<file path="config.mk">
export PLATFORM = sky130hd
export DESIGN_NAME = button_reader
export DESIGN_NICKNAME = d
export VERILOG_FILES = /design/src/rtl/button_reader.sv
export SDC_FILE = /design/constraint.sdc
export NUM_CORES = 1
export LEC_CHECK = 0
export BUFFER_PORTS_ARGS = -buffer_cell sky130_fd_sc_hd__buf_2
export CAP_MARGIN = 20
export CELL_PAD_IN_SITES_DETAIL_PLACEMENT = 1
export CELL_PAD_IN_SITES_GLOBAL_PLACEMENT = 2
export CORE_UTILIZATION = 35
export CTS_CLUSTER_SIZE = 40
export DETAILED_ROUTE_END_ITERATION = 12
export GPL_TIMING_DRIVEN = 0
export MAX_ROUTING_LAYER = met4
export PLACE_DENSITY = 0.79
export REMOVE_ABC_BUFFERS = 1
export SYNTH_ARGS = -nofsm -noshare
export SYNTH_HDL_FRONTEND = slang
export SYNTH_SLANG_ARGS = --single-unit
</file>
<file path="constraint.sdc">
create_clock -name sys_clk -period 2.6 [get_ports sys_clk]
set_clock_uncertainty 0.15 [all_clocks]
set_input_delay 0.39 -clock sys_clk [delete_from_list [all_inputs] [get_ports sys_clk]]
set_output_delay 0.39 -clock sys_clk [all_outputs]
set_load 0.02 [all_outputs]
</file>
<file path="src/rtl/button_reader.sv">
// button_reader: two-flop synchronizer, stability-counter debounce and a
// press-tracking FSM. It produces a clean level, single-cycle press, release
// and long-press pulses, and a wrapping 8-bit press counter.
module button_reader #(
  parameter int unsigned DEBOUNCE_CYCLES   = 32'd27000000 / 32'd100,
  parameter int unsigned LONG_PRESS_CYCLES = 32'd27000000,
  parameter bit          ACTIVE_LOW        = 1'b1
) (
  input  logic       sys_clk,
  input  logic       sys_reset,
  input  logic       btn,
  output logic       pressed,
  output logic       press_pulse,
  output logic       release_pulse,
  output logic       long_pulse,
  output logic [7:0] press_count
);

  typedef enum logic [1:0] {
    ST_IDLE = 2'd0,
    ST_HELD = 2'd1,
    ST_LONG = 2'd2
  } state_t;

  // Pin level when the button is not pressed.
  localparam logic        IDLE_LEVEL = logic'(ACTIVE_LOW);
  localparam logic [31:0] DB_LAST    = 32'(DEBOUNCE_CYCLES - 32'd1);
  localparam logic [31:0] LP_LAST    = 32'(LONG_PRESS_CYCLES - 32'd1);

  logic        sync1_r;
  logic        sync2_r;
  logic        raw_act_s;
  logic        stable_r;
  logic [31:0] db_cnt_r;
  logic [31:0] db_cnt_nxt_s;
  logic        toggle_s;
  logic        rise_s;
  logic        fall_s;

  state_t      state_r;
  state_t      state_nxt_s;
  logic [31:0] hold_r;
  logic [31:0] hold_nxt_s;
  logic [7:0]  count_r;
  logic [7:0]  count_nxt_s;
  logic        press_r;
  logic        press_nxt_s;
  logic        release_r;
  logic        release_nxt_s;
  logic        long_r;
  logic        long_nxt_s;

  // Bring the asynchronous pin into sys_clk; reset parks it at the idle level.
  always_ff @(posedge sys_clk) begin
    if (sys_reset) begin
      sync1_r <= IDLE_LEVEL;
      sync2_r <= IDLE_LEVEL;
    end else begin
      sync1_r <= btn;
      sync2_r <= sync1_r;
    end
  end

  // XOR with the idle level yields an active-high "pressed" sample.
  assign raw_act_s = sync2_r ^ IDLE_LEVEL;

  // Stability counter: a mismatch run of DEBOUNCE_CYCLES cycles flips stable.
  always_comb begin
    db_cnt_nxt_s = 32'd0;
    toggle_s     = 1'b0;
    if (raw_act_s == stable_r) begin
      db_cnt_nxt_s = 32'd0;
    end else if (db_cnt_r == DB_LAST) begin
      db_cnt_nxt_s = 32'd0;
      toggle_s     = 1'b1;
    end else begin
      db_cnt_nxt_s = db_cnt_r + 32'd1;
    end
  end

  // Edge events are taken on the edge that flips stable, so pulses line up with pressed.
  assign rise_s = toggle_s & ~stable_r;
  assign fall_s = toggle_s &  stable_r;

  // Debounce state registers.
  always_ff @(posedge sys_clk) begin
    if (sys_reset) begin
      stable_r <= 1'b0;
      db_cnt_r <= 32'd0;
    end else begin
      stable_r <= stable_r ^ toggle_s;
      db_cnt_r <= db_cnt_nxt_s;
    end
  end

  // Press FSM next state and pulse decode; a release beats the long threshold.
  always_comb begin
    state_nxt_s   = state_r;
    hold_nxt_s    = hold_r;
    count_nxt_s   = count_r;
    press_nxt_s   = 1'b0;
    release_nxt_s = 1'b0;
    long_nxt_s    = 1'b0;
    case (state_r)
      ST_IDLE: begin
        if (rise_s) begin
          state_nxt_s = ST_HELD;
          press_nxt_s = 1'b1;
          count_nxt_s = count_r + 8'd1;
          hold_nxt_s  = 32'd0;
        end else begin
          hold_nxt_s  = 32'd0;
        end
      end
      ST_HELD: begin
        if (fall_s) begin
          state_nxt_s   = ST_IDLE;
          release_nxt_s = 1'b1;
          hold_nxt_s    = 32'd0;
        end else if (hold_r == LP_LAST) begin
          state_nxt_s = ST_LONG;
          long_nxt_s  = 1'b1;
          hold_nxt_s  = 32'd0;
        end else begin
          hold_nxt_s  = hold_r + 32'd1;
        end
      end
      ST_LONG: begin
        if (fall_s) begin
          state_nxt_s   = ST_IDLE;
          release_nxt_s = 1'b1;
        end else begin
          state_nxt_s   = ST_LONG;
        end
        hold_nxt_s = 32'd0;
      end
      default: begin
        state_nxt_s = ST_IDLE;
        hold_nxt_s  = 32'd0;
      end
    endcase
  end

  // FSM state, hold counter, press counter and registered pulses.
  always_ff @(posedge sys_clk) begin
    if (sys_reset) begin
      state_r   <= ST_IDLE;
      hold_r    <= 32'd0;
      count_r   <= 8'd0;
      press_r   <= 1'b0;
      release_r <= 1'b0;
      long_r    <= 1'b0;
    end else begin
      state_r   <= state_nxt_s;
      hold_r    <= hold_nxt_s;
      count_r   <= count_nxt_s;
      press_r   <= press_nxt_s;
      release_r <= release_nxt_s;
      long_r    <= long_nxt_s;
    end
  end

  assign pressed       = stable_r;
  assign press_pulse   = press_r;
  assign release_pulse = release_r;
  assign long_pulse    = long_r;
  assign press_count   = count_r;

endmodule

</file>
## Word-level counts from Yosys, hierarchy flattened

Index checks and enable logic that the tools add are counted.

- Register bits after elaboration: 80
- Input port bits: 3
- Word-level logic and storage cells: 47

- Add/subtract/negate cells: 3
- Equality and inequality tests: 7
- Mux-type cells: 10
- Bitwise gates (word level): 8
- Reduce and logical (&&, ||, !) cells: 9

Operators by type and width:

| kind | number |
|---|---|
| $add A32 B1 Y32 const B | 2 |
| $eq A32 B19 Y1 const B | 1 |
| $eq A32 B25 Y1 const B | 1 |
| $add A8 B1 Y8 const B | 1 |
| $mux W2 | 4 |
| $pmux W2 S3 | 1 |
| $reduce_or A2 Y1 | 3 |
| $reduce_or A3 Y1 | 2 |
| $mux W1 | 5 |
| $not A1 Y1 | 5 |
| $reduce_and A2 Y1 | 2 |
| $reduce_or A4 Y1 | 1 |
| $ne A3 B3 Y1 const B | 1 |
| $and A1 B1 Y1 | 2 |
| $eq A2 B1 Y1 const B | 1 |
| $eq A2 B2 Y1 const B | 1 |
| $logic_not A2 Y1 | 1 |
| $ne A2 B2 Y1 const B | 1 |
| $eq A1 B1 Y1 | 1 |
| $xor A1 B1 Y1 | 1 |

## Depth between registers and ports, before layout

- Depth in word-level cells: 6
- Depth in mapped cells: 11

## Worst setup path before layout

No wires, ideal clock.

- Path kind: reg-to-reg
- From: reg db_cnt_r[0]
- To: reg hold_r[16]
- Setup time: 0.117 ns
- Arrival time: 2.323 ns
- Path slack: 0.010 ns
- Stages on the path, launching flop included: 12
- Path buffers: 1
- Period minus slack after synthesis: 2.590 ns
- Cell sequence: dfxtp_1 > ha_1 > and3_1 > nand3_1 > or3_1 > nor2_1 > ha_1 > nand2b_1 > or2_2 > clkbuf_1 > nor4_1 > a32o_1

- Word-level cells in the longest chain between the ends: 5

RTL lines:

| item | line | text |
|---|---|---|
| from (decl) | 34 | `logic [31:0] db_cnt_r;` |
| from (signal assigned) | 92 | `db_cnt_r <= db_cnt_nxt_s;` |
| $eq A32 B19 Y1 | 73 | `end else if (db_cnt_r == DB_LAST) begin` |
| $mux W1 | 73 |  |
| $mux W1 | 71 | `if (raw_act_s == stable_r) begin` |
| $and A1 B1 Y1 | 83 | `assign fall_s = toggle_s & stable_r;` |
| via fall_s | 38 | `logic fall_s;` |
| $reduce_or A4 Y1 (no line) | - |  |
| to (signal assigned) | 155 | `hold_r <= hold_nxt_s;` |
| to (decl) | 42 | `logic [31:0] hold_r;` |

The timed path passes the listed nets, and every way through them passes these cells.
A chain may end at the register's enable or synchronous reset.

## Worst setup path in the final report

- From: reg db_cnt_r[1]
- To: reg count_r[7] (netlist: press_count[7])

- Word-level cells in the longest chain between the ends: 5

RTL lines:

| item | line | text |
|---|---|---|
| $eq A32 B19 Y1 | 73 |  |
| $mux W1 | 73 |  |
| $mux W1 | 71 |  |
| $and A1 B1 Y1 | 82 | `assign rise_s = toggle_s & ~stable_r;` |
| via rise_s | 37 | `logic rise_s;` |
| $reduce_and A2 Y1 (no line) | - |  |
| to (signal assigned) | 156 | `count_r <= count_nxt_s;` |
| to (decl) | 44 | `logic [7:0] count_r;` |

The timed path passes the listed nets, and every way through them passes these cells.

==> metrics.txt <==
result of the run=complete, no violations; startpoint of the most critical register-to-register path=db_cnt_r[1]; global-route total usage across every layer=about 16%; initial standard-cell utilization of the core=36.3%; fraction of post-synthesis cell area in the top cell type by area=42.4%; area used by multi-input combinational logic=2190 um^2; Worst R2R End=press_count[7]; Critical-path top delay cell=or4_4; number of warnings reported in the yosys synthesis log=0; total inserted antenna cells=0; clk_lat worst skew=~0.35 ns; # hold bufs at CTS=0; flop-to-flop setup slack=0.09 ns; number of storage elements in the synthesis netlist=80; die height=between 100 and 150 um; worst min path class=in2reg; global-route wire length before repair=between 10 and 15 mm; commonest cells after routing, fill and taps aside=72 x nor2_1, 69 x dfxtp_1, 39 x xor2_1; clock tree from TritonCTS=yes; hold path depth=2; Total Nets Final=458; number of distinct library cell variants in the gate-level netlist after synthesis=46; Worst VDD drop=0.000197 V; final worst-path cycle share=96.6%; CTS Buf Count=9; Final Hold Viols=0; Avg Vias per Cell=5.20; launch point of the critical path=db_cnt_r[1]; Synth area leader=dfxtp_1; library cell used as clock root buffer=clkbuf_8; family with the most delay on the worst path=simple AND/OR/NAND/NOR gates; total vias in the final route=3041; number of max-slew violations in the final report=0; P_sw=434 uW; Final Setup Violations=0; sequential share of power=58.9%; Max Freq=398 MHz; register area=1620 um^2; # rows=37; die outline area=11200 um^2; endpoint with the worst hold slack=sync1_r; DRC Markers=0; start point of the worst hold path=btn; Setup Total Neg Slack=0 ns; most common cell after layout, fill and taps aside=nor2_1; CTS sink count=80; number of cells in the finished layout apart from fillers=585; Pint=1650 uW; detailed-router iteration count before antenna repair=4; via count of the first global-routing pass=just over 3000; combinational power share=0.8%; remaining global-route overflow=0; die extent in x=106 um; routability cong.=roughly 0.76; maximum number of buffers from clock root to sink=2; Std-Cell Core Area=about 10000 um^2; capturing element type of the critical path=flip-flop; violation count after the first detailed-route iteration=~120; layout cell share with drive strength beyond 1=between 10% and 20%; Period minus WS final=approximately 2.5 ns; overall routed net length=8.61 mm; Hold WS=0.0760 ns; slew of the pin with the lowest slew margin=between 0.6 and 0.7 ns; synthesized netlist cell count=425; number of placed instances with taps included=564; worst reg2reg path depth=10; biggest area contributors in the synthesized netlist=dfxtp_1 42%, xor2_1 9.0%, nor2_1 7.2%, nand3_1 4.6%, nand4_1 3.5%; critical path's largest stage delay=~0.5 ns; kind of critical path=reg2reg; pin count of the biggest net entering global routing=32; Worst setup SP type=flip-flop; leak pwr=0.00144 uW; number of nets with antenna violations after detailed routing=0; share of the yosys chip area belonging to registers=42.4%; ordered cell list for the critical path=ha_4 -> and3_4 -> nand3_2 -> or3_4 -> nor2_4 -> ha_4 -> nand2_4 -> or4_4 -> xor2_1 -> nor2_1; Worst Path Buf+Inv=0; power after layout=2080 uW; reported max-cap violation count=0; data required time of the critical path=2.68 ns; clock-pin slew of the registers on the worst-case setup and hold paths=about 0.070 ns; total I/O pin count=15; post-synthesis to final-layout area growth=15.0%; Worst Path Max Fanout=5; most used cell, CP=ha_4; number of filler cells placed in the layout=1225; endpoint arrival time on the critical path=2.60 ns; dpl hpwl=slightly below 6 mm; switching share of power=20.9%; mapped cell area=approximately 3800 um^2; average wire length per cell after detail routing=between 10 and 15 um; Syn Area/Cell=8.89 um^2; worst slew slack as a fraction of its limit=54.2%; number of input and output port buffers inserted=14; antenna violations before repair=0; Clk network pwr share=40.3%; power density over cell area=478 nW/um^2; H-tree levels=3
synthesized netlist by cell type, drive strengths merged:
| library cell | n |
|---|---|
| dfxtp | 80 |
| nor2 | 73 |
| xor2 | 39 |
| nand3 | 35 |
| nand4 | 23 |
| nand2 | 18 |
| and3 | 15 |
| o21ai | 14 |
| xnor2 | 14 |
| inv | 12 |
| nor4 | 11 |
| nor3 | 10 |
| a21oi | 9 |
| ha | 9 |
| buf | 8 |
| or3 | 8 |
| a32o | 7 |
| and4 | 6 |
| and2 | 5 |
| clkbuf | 4 |
| nand2b | 4 |
| nor3b | 4 |
| mux2i | 3 |
| nor4bb | 3 |
| or2 | 3 |
| or4b | 2 |
| a21o | 1 |
| a22oi | 1 |
| nand4b | 1 |
| o21ba | 1 |
| o22ai | 1 |
| or4 | 1 |
cell type report:
class	count	area share (%)
clock buffers	14	3.97
inverters	12	1.04
multi-input cells	322	50.5
flip-flops and latches	80	37.3
well taps	136	3.91
repair buffers	21	3.28
metrics by stage:
step,utilization (%),setup WS (ns),area [um^2]
global route,41.7,-0.00491,4350
global placement,37.8,-0.340,3940
detailed placement,37.9,-0.306,3950
CTS,40.2,0.000952,4180
finish,41.7,0.0883,4350
floorplan,-,0.0344,3700
how the worst max path moves through the flow:
stage                     slack (ns)  cells past startpoint        endpoint
after floorplan                 0.03                     10  press_count[7]
after global placement         -0.34                     10  press_count[7]
after detailed placement       -0.31                     10  press_count[7]
after CTS                      0.001                     10  press_count[7]
after global routing          -0.005                     10      state_r[1]
final                           0.09                     10  press_count[7]
power groups by stage:
stage	Clock [uW]	Combinational, uW	Sequential (uW)
floorplan	0	5.72	1260
global placement	0	12.7	1260
detailed placement	0	13.2	1260
CTS	861	13.7	1230
global route	919	18.0	1220
finish	839	15.9	1220
what timing repair did:
action	4_1_cts	5_1_grt
resized for setup	13	25
endpoints found under the hold margin	0	0
setup buffers	1	4
pin swaps	1	8
endpoints found under the setup margin	65	34
gates cloned	1	0
sequential cells by signal, indices dropped and copies added (netlist names), 2 cells and up:
register     count
db_cnt_r        32
state_r          2
press_count      8
hold_r          32
kinds of logic (layout without fill, tap and decap cells):
| family | Yosys count | in the layout | share of synthesized area (%) |
|---|---|---|---|
| and+or+nand+nor | 222 | 222 | 32.1 |
| buffers and inverters | 24 | 47 | 3.34 |
| adders and majority gates | 9 | 9 | 2.98 |
| DFF | 80 | 80 | 42.4 |
| xor gates and xnor gates | 53 | 53 | 12.3 |
| AOI/OAI and AO/OA | 34 | 35 | 6.12 |
| muxes | 3 | 3 | 0.794 |
per-layer routing:
metal	vias to the layer above	routed length, um	GRT usage (%)
met1	1479	4200	20.4
met3	12	101	2.39
met4	0	170	7.04
li1	1536	-	-
met2	14	4150	26.6
met5	-	0	-
(Power assumes the default switching activity.)
